$ cat config.mk
export PLATFORM = sky130hd
export DESIGN_NAME = bnn_pipe_engine
export DESIGN_NICKNAME = d
export VERILOG_FILES = /design/src/rtl/bnn_pipe_engine.sv
export SDC_FILE = /design/constraint.sdc
export NUM_CORES = 1
export LEC_CHECK = 0
export BUFFER_PORTS_ARGS = -buffer_cell sky130_fd_sc_hd__buf_2
export CAP_MARGIN = 10
export CORE_ASPECT_RATIO = 1.25
export CORE_MARGIN = 2
export CORE_UTILIZATION = 34
export CTS_CLUSTER_DIAMETER = 60
export DETAILED_ROUTE_END_ITERATION = 8
export SETUP_SLACK_MARGIN = 0.05
export SLEW_MARGIN = 20
export SYNTH_ARGS = -nofsm -noshare
export SYNTH_HDL_FRONTEND = slang
export SYNTH_SLANG_ARGS = --single-unit
$ cat constraint.sdc
create_clock -name clk -period 6.2 [get_ports clk]
set_clock_uncertainty 0.1 [all_clocks]
set_input_delay 0.62 -clock clk [delete_from_list [all_inputs] [get_ports clk]]
set_output_delay 0.62 -clock clk [all_outputs]
set_load 0.05 [all_outputs]
$ cat src/rtl/bnn_pipe_engine.sv
// Two-layer XNOR-popcount binary neural network with a nibble-serial weight/threshold loader
// and a 2-stage inference pipeline. Optional layer-1 output tap: define BNN_L1_TAP_EN.
module bnn_pipe_engine #(
    parameter int IN_W = 8,
    parameter int N1   = 4,
    parameter int N2   = 4
) (
    input  logic            clk,
    input  logic            reset,
    input  logic [IN_W-1:0] in_data,
    input  logic            in_valid,
    output logic            in_ready,
    input  logic            load_en,
    input  logic [3:0]      load_nib,
    output logic            cfg_done,
    output logic [N2-1:0]   out_bits,
    output logic            out_valid
`ifdef BNN_L1_TAP_EN
    ,
    output logic [N1-1:0]   l1_bits
`endif
);

    localparam int          SW      = (IN_W > N1) ? IN_W : N1;
    localparam logic [4:0]  L1_WNIB = 5'(IN_W / 4);
    localparam logic [4:0]  L2_WNIB = 5'(N1 / 4);
    localparam logic [4:0]  L1_LAST = 5'(N1 - 1);
    localparam logic [4:0]  L2_LAST = 5'(N2 - 1);

    typedef enum logic [1:0] {
        IDLE,
        LOAD_L1,
        LOAD_L2
    } load_state_e;

    load_state_e state, state_next;

    logic [IN_W-1:0] w1  [N1];
    logic [7:0]      th1 [N1];
    logic [N1-1:0]   w2  [N2];
    logic [7:0]      th2 [N2];

    logic [4:0]      nib_cnt;
    logic [4:0]      nrn_cnt;
    logic [SW-1:0]   stage_w;
    logic [3:0]      stage_th_lo;

    logic            in_l2;
    logic [4:0]      w_nibs;
    logic            is_th_lo;
    logic            is_last_nib;
    logic            last_nrn;
    logic            commit;

    // In IDLE the counters are zero, so the first nibble decodes as L1 weight nibble 0.
    assign in_l2       = (state == LOAD_L2);
    assign w_nibs      = in_l2 ? L2_WNIB : L1_WNIB;
    assign is_th_lo    = (nib_cnt == w_nibs);
    assign is_last_nib = (nib_cnt == w_nibs + 5'd1);
    assign last_nrn    = in_l2 ? (nrn_cnt == L2_LAST) : (nrn_cnt == L1_LAST);
    assign commit      = load_en && is_last_nib;

    assign in_ready    = (state == IDLE) && !load_en;

    // NOTE: sequential state uses non-blocking assignments so every flop samples pre-edge values.
    always_ff @(posedge clk or posedge reset) begin
        if (reset) begin
            state <= IDLE;
        end else begin
            state <= state_next;
        end
    end

    // NOTE: every combinational output gets a default first, so no path can infer a latch.
    always_comb begin
        state_next = state;
        case (state)
            IDLE:    if (load_en)            state_next = LOAD_L1;
            LOAD_L1: if (commit && last_nrn) state_next = LOAD_L2;
            LOAD_L2: if (commit && last_nrn) state_next = IDLE;
            default:                         state_next = IDLE;
        endcase
    end

    // NOTE: the weight tables are flops with a defined reset value, so they are cleared here
    // rather than mapped to an unreset RAM.
    always_ff @(posedge clk or posedge reset) begin
        if (reset) begin
            for (int n = 0; n < N1; n++) begin
                w1[n]  <= '0;
                th1[n] <= 8'hFF;
            end
            for (int n = 0; n < N2; n++) begin
                w2[n]  <= '0;
                th2[n] <= 8'hFF;
            end
            nib_cnt     <= '0;
            nrn_cnt     <= '0;
            stage_w     <= '0;
            stage_th_lo <= '0;
            cfg_done    <= 1'b0;
        end else if (load_en) begin
            if (commit) begin
                nib_cnt <= '0;
                nrn_cnt <= last_nrn ? 5'd0 : nrn_cnt + 5'd1;
                if (in_l2) begin
                    for (int n = 0; n < N2; n++) begin
                        if (nrn_cnt == 5'(n)) begin
                            w2[n]  <= stage_w[N1-1:0];
                            th2[n] <= {load_nib, stage_th_lo};
                        end
                    end
                    if (last_nrn) begin
                        cfg_done <= 1'b1;
                    end
                end else begin
                    for (int n = 0; n < N1; n++) begin
                        if (nrn_cnt == 5'(n)) begin
                            w1[n]  <= stage_w[IN_W-1:0];
                            th1[n] <= {load_nib, stage_th_lo};
                        end
                    end
                end
            end else begin
                nib_cnt <= nib_cnt + 5'd1;
                if (is_th_lo) begin
                    stage_th_lo <= load_nib;
                end else begin
                    for (int k = 0; k < SW / 4; k++) begin
                        if (nib_cnt == 5'(k)) begin
                            stage_w[k*4 +: 4] <= load_nib;
                        end
                    end
                end
            end
        end
    end

    logic [N1-1:0] l1_next;
    logic [N2-1:0] l2_next;
    logic [N1-1:0] l1_q;
    logic [7:0]    pc1;
    logic [7:0]    pc2;
    logic          v1;
    logic          accept;

    assign accept = in_valid && in_ready;

    always_comb begin
        l1_next = '0;
        pc1     = '0;
        for (int n = 0; n < N1; n++) begin
            pc1 = '0;
            for (int i = 0; i < IN_W; i++) begin
                pc1 = pc1 + 8'(in_data[i] == w1[n][i]);
            end
            l1_next[n] = (pc1 >= th1[n]);
        end
    end

    always_comb begin
        l2_next = '0;
        pc2     = '0;
        for (int n = 0; n < N2; n++) begin
            pc2 = '0;
            for (int i = 0; i < N1; i++) begin
                pc2 = pc2 + 8'(l1_q[i] == w2[n][i]);
            end
            l2_next[n] = (pc2 >= th2[n]);
        end
    end

    // Stage 2 only updates behind a valid stage-1 item, so out_bits holds between results.
    always_ff @(posedge clk or posedge reset) begin
        if (reset) begin
            l1_q      <= '0;
            v1        <= 1'b0;
            out_bits  <= '0;
            out_valid <= 1'b0;
        end else begin
            v1        <= accept;
            out_valid <= v1;
            if (accept) begin
                l1_q <= l1_next;
            end
            if (v1) begin
                out_bits <= l2_next;
            end
        end
    end

`ifdef BNN_L1_TAP_EN
    always_ff @(posedge clk or posedge reset) begin
        if (reset) begin
            l1_bits <= '0;
        end else begin
            l1_bits <= l1_q;
        end
    end
`endif

endmodule

==> run summary <==
The worst setup path is launched from a flop. Wires add up to 16.4 mm. Number of global-route vias before repair: 5118. In this run the biggest area consumer among cell types represents 26.4% of the synthesized area.

The die boundary height came out at 174 µm. The area growth from synthesis to layout is 13.1%. The tools report the data arrival time at the worst-slack endpoint as 4.16 ns. After floorplanning, the core was sized to cover 22900 µm². The die covers 24400 µm². For this run, the slowest stage of the critical path takes 0.57 ns. The flow ran to the end, but the final reports show violations. After technology mapping, the gate count stands at 610. The global-route wire length before repair is 27.4 mm, and the power per unit of standard cell area is 603 nW/µm².

STA classifies the critical path endpoint as a flop. Measured along the x axis, the die boundary spans 140 µm. Each instance of the synthesized netlist takes up on average 12.9 µm². By startpoint and endpoint, the worst setup path is classified as flop to flop. The tightest min-delay check is of the input port to asynchronous set/reset pin type.

In this run, CTS created clock tree buffers numbering 17. The final instance area is 8920 µm². Counting distinct cell types in the post-synthesis netlist gives 40.

The cell that appears most often on the critical path is fa_1. The final total power is 5.38 mW, and the initial core utilization is 34.4%. The root cell of the clock tree is clkbuf_16. The synthesized design contains 147 register bits. H-tree depth: 4. The congestion estimate from routability-driven global placement came to 0.794. The worst path needs 3.95 ns of the cycle, external delays included. In the final layout, the share of cells above drive strength 1 is 40.5%.

The detailed router finished its first iteration with 175 violations. The tools report the final-report hold violation count as 0. For the half-perimeter wire length after detailed placement, the log shows 11.7 mm. The largest total area in the synthesized netlist belongs to dfrtp_1.

The tree built by TritonCTS fans out to 147 sinks. The number of rows in the core area was 62; the final total negative setup slack was 0 ns. Setup repair after global routing left no endpoint under its margin. Input and output buffers added on the ports amount to 22. Mean routed wirelength per cell: 17.8 µm.

Fill cells in the final layout number 2129. Once routing completed, OpenROAD measured the worst setup slack at 2.25 ns. The total setup buffers inserted after CTS is 0. OpenSTA, run right after detailed placement, puts the worst setup slack at 1.87 ns. The net count of the mapped netlist is 701.

The final reports fail on DRC. Walking the worst path, the cells encountered are xnor2_1 > fa_1 > inv_1 > fa_1 > inv_1 > fa_1 > ha_1 > fa_1 > xor2_1 > ha_1 > nand2_1 > o21ai_0 > a22o_1. Static timing analysis puts the maximum clock frequency at 0.253 GHz. Kind of cell adding the most delay to the critical path: adder cells. The number of buffers and inverters on the critical path is 2.

Entering global routing, the biggest net connects 85 pins. The area of placed instances was 8240 µm²; the final worst-path cycle share was 63.7%. The remaining design rule violation count was 1; the total of warnings raised by yosys was 0.

The share of the yosys chip area belonging to registers came out at 47.7%. For this run, the post-layout net count is 715. Across the VDD grid, the largest voltage drop is 233 µV.

The number of max-capacitance violations reported is 0. The total overflow left after global routing is 0. The maximum clock path buffer count came out at 2. For the clock latency on the worst-skew pair, the log shows 0.42 ns. STA puts the critical path data required time at 6.41 ns. Slew at the pin closest to its max-slew limit: 0.889 ns.

The tools report the normalized max-slew margin as 40.5%. The number of antenna repair diodes is 0, and the critical-path maximum fanout is 2. The routed layout has 4565 vias. TritonCTS built the clock tree.

The vias per cell was 4.94; the post-cts sizing count was 0. The first TritonRoute pass finished after 8 iterations. The number of pins with negative max-slew slack in the final report is 0, and the hold buffer count at cts is 0.

Ranked by total cell area, the synthesized netlist is headed by dfrtp_1, dfstp_2, mux2_2. Setup violations remaining at the end of the flow were counted as 0. The mapped netlist covers 7880 µm². The overall routing resource usage came out at 14.7%. CTS clock-pin slew for the worst setup and hold paths: 0.06 ns.

On the critical path, the stage with the largest delay is an instance of fa_1. The worst hold slack after final layout was 0.212 ns. The I/O pin count is 23. The initial antenna violation count is 0, and the total leakage power is 4.01 nW. In this run the remaining antenna-violating nets after routing total 0.
-- metal layers --
metal	track usage (%)	share of wire, %
met1	17.3	42
met2	24.9	51
met3	3.25	2.7
met4	7.79	3.8
met5	0	0
-- layout make-up --
cell class	instances	area (µm²)	area share, %
Multi-Input combinational cell	389	3830	42.9
Sequential cell	147	3760	42.2
Clock buffer	20	489	5.49
Tap cell	288	360	4.04
Clock inverter	12	186	2.09
Inverter	46	178	1.99
Timing Repair Buffer	23	118	1.32
-- state kept, by name, summed over array words and instances, names as in the netlist, 5 cells and up --
register  count
w1           32
nib_cnt       5
stage_w       8
w2           16
th2          32
nrn_cnt       5
th1          32
-- worst paths after layout --
kind                                      start                   end  slack (ns)  depth (start not counted)
max in group asynchronous                 reset   l1_q[1]$_DFFE_PP0P_        4.40                          3
max reg2reg                   w1[8]$_DFFE_PP0P_   l1_q[2]$_DFFE_PP0P_        2.25                         13
min reg2reg                cfg_done$_DFFE_PP0P_  cfg_done$_DFFE_PP0P_        0.37                          1
min in group clk           cfg_done$_DFFE_PP0P_  cfg_done$_DFFE_PP0P_        0.37                          1
max                           w1[8]$_DFFE_PP0P_   l1_q[2]$_DFFE_PP0P_        2.25                         13
min                                       reset  cfg_done$_DFFE_PP0P_        0.21                          2
-- cells in the final DEF, fill, tap and decap left out, types with 15 or more instances in the layout --
| cell type | synthesis | routed |
|---|---|---|
| a21oi_1 | 15 | 15 |
| buf_2 | 8 | 22 |
| clkbuf_16 | 0 | 19 |
| dfrtp_1 | 83 | 83 |
| dfstp_2 | 64 | 64 |
| fa_1 | 20 | 20 |
| ha_1 | 55 | 55 |
| inv_1 | 46 | 45 |
| mux2_2 | 130 | 130 |
| nor2_1 | 15 | 15 |
| xnor2_1 | 44 | 44 |
-- cells in the mapped netlist, drive strengths merged --
| library cell | n |
|---|---|
| a211oi | 4 |
| a21oi | 15 |
| a22o | 4 |
| and2 | 1 |
| and3 | 2 |
| buf | 10 |
| clkbuf | 18 |
| dfrtp | 83 |
| dfstp | 64 |
| fa | 20 |
| ha | 55 |
| inv | 46 |
| mux2 | 130 |
| nand2 | 14 |
| nand2b | 11 |
| nand3 | 8 |
| nand3b | 1 |
| nand4 | 2 |
| nor2 | 15 |
| nor2b | 5 |
| nor3 | 8 |
| nor3b | 1 |
| nor4 | 7 |
| nor4b | 1 |
| o211a | 1 |
| o211ai | 1 |
| o21ai | 11 |
| o21bai | 1 |
| o31a | 1 |
| or3 | 2 |
| or4 | 8 |
| or4b | 2 |
| xnor2 | 44 |
| xor2 | 14 |
-- metrics by stage --
step           instances  utilization (%)
2_1_floorplan        610                -
3_3_place_gp         893             36.0
3_5_place_dp         893             36.0
4_1_cts              925             39.0
5_1_grt              925             39.0
6_report             925             39.0
-- power breakdown --
part | internal [mW] | switching (mW) | total, mW
logic | 1.27 | 1.31 | 2.58
clock network | 0.740 | 0.419 | 1.16
registers | 1.32 | 0.320 | 1.64
-- kinds of logic (layout without fill, tap and decap cells) --
family / Yosys count / in the layout / share of synthesized area (%)
DFF: 147 / 147 / 47.7
muxes: 130 / 130 / 18.6
and+or+nand+nor: 88 / 88 / 6.81
adders and majority gates: 75 / 75 / 13.8
buffers and inverters: 74 / 101 / 3.75
xor gates and xnor gates: 58 / 58 / 6.45
AOI/OAI and AO/OA: 38 / 38 / 2.91
-- worst register-to-register path, cell delays in order (launching register included) --
cell,delay [ns]
dfrtp_1,0.39
xnor2_1,0.16
fa_1,0.57
inv_1,0.08
fa_1,0.53
inv_1,0.06
fa_1,0.50
ha_1,0.25
fa_1,0.39
xor2_1,0.22
ha_1,0.27
nand2_1,0.06
o21ai_0,0.08
a22o_1,0.18
Note: power is estimated with default switching activity, not from simulation.
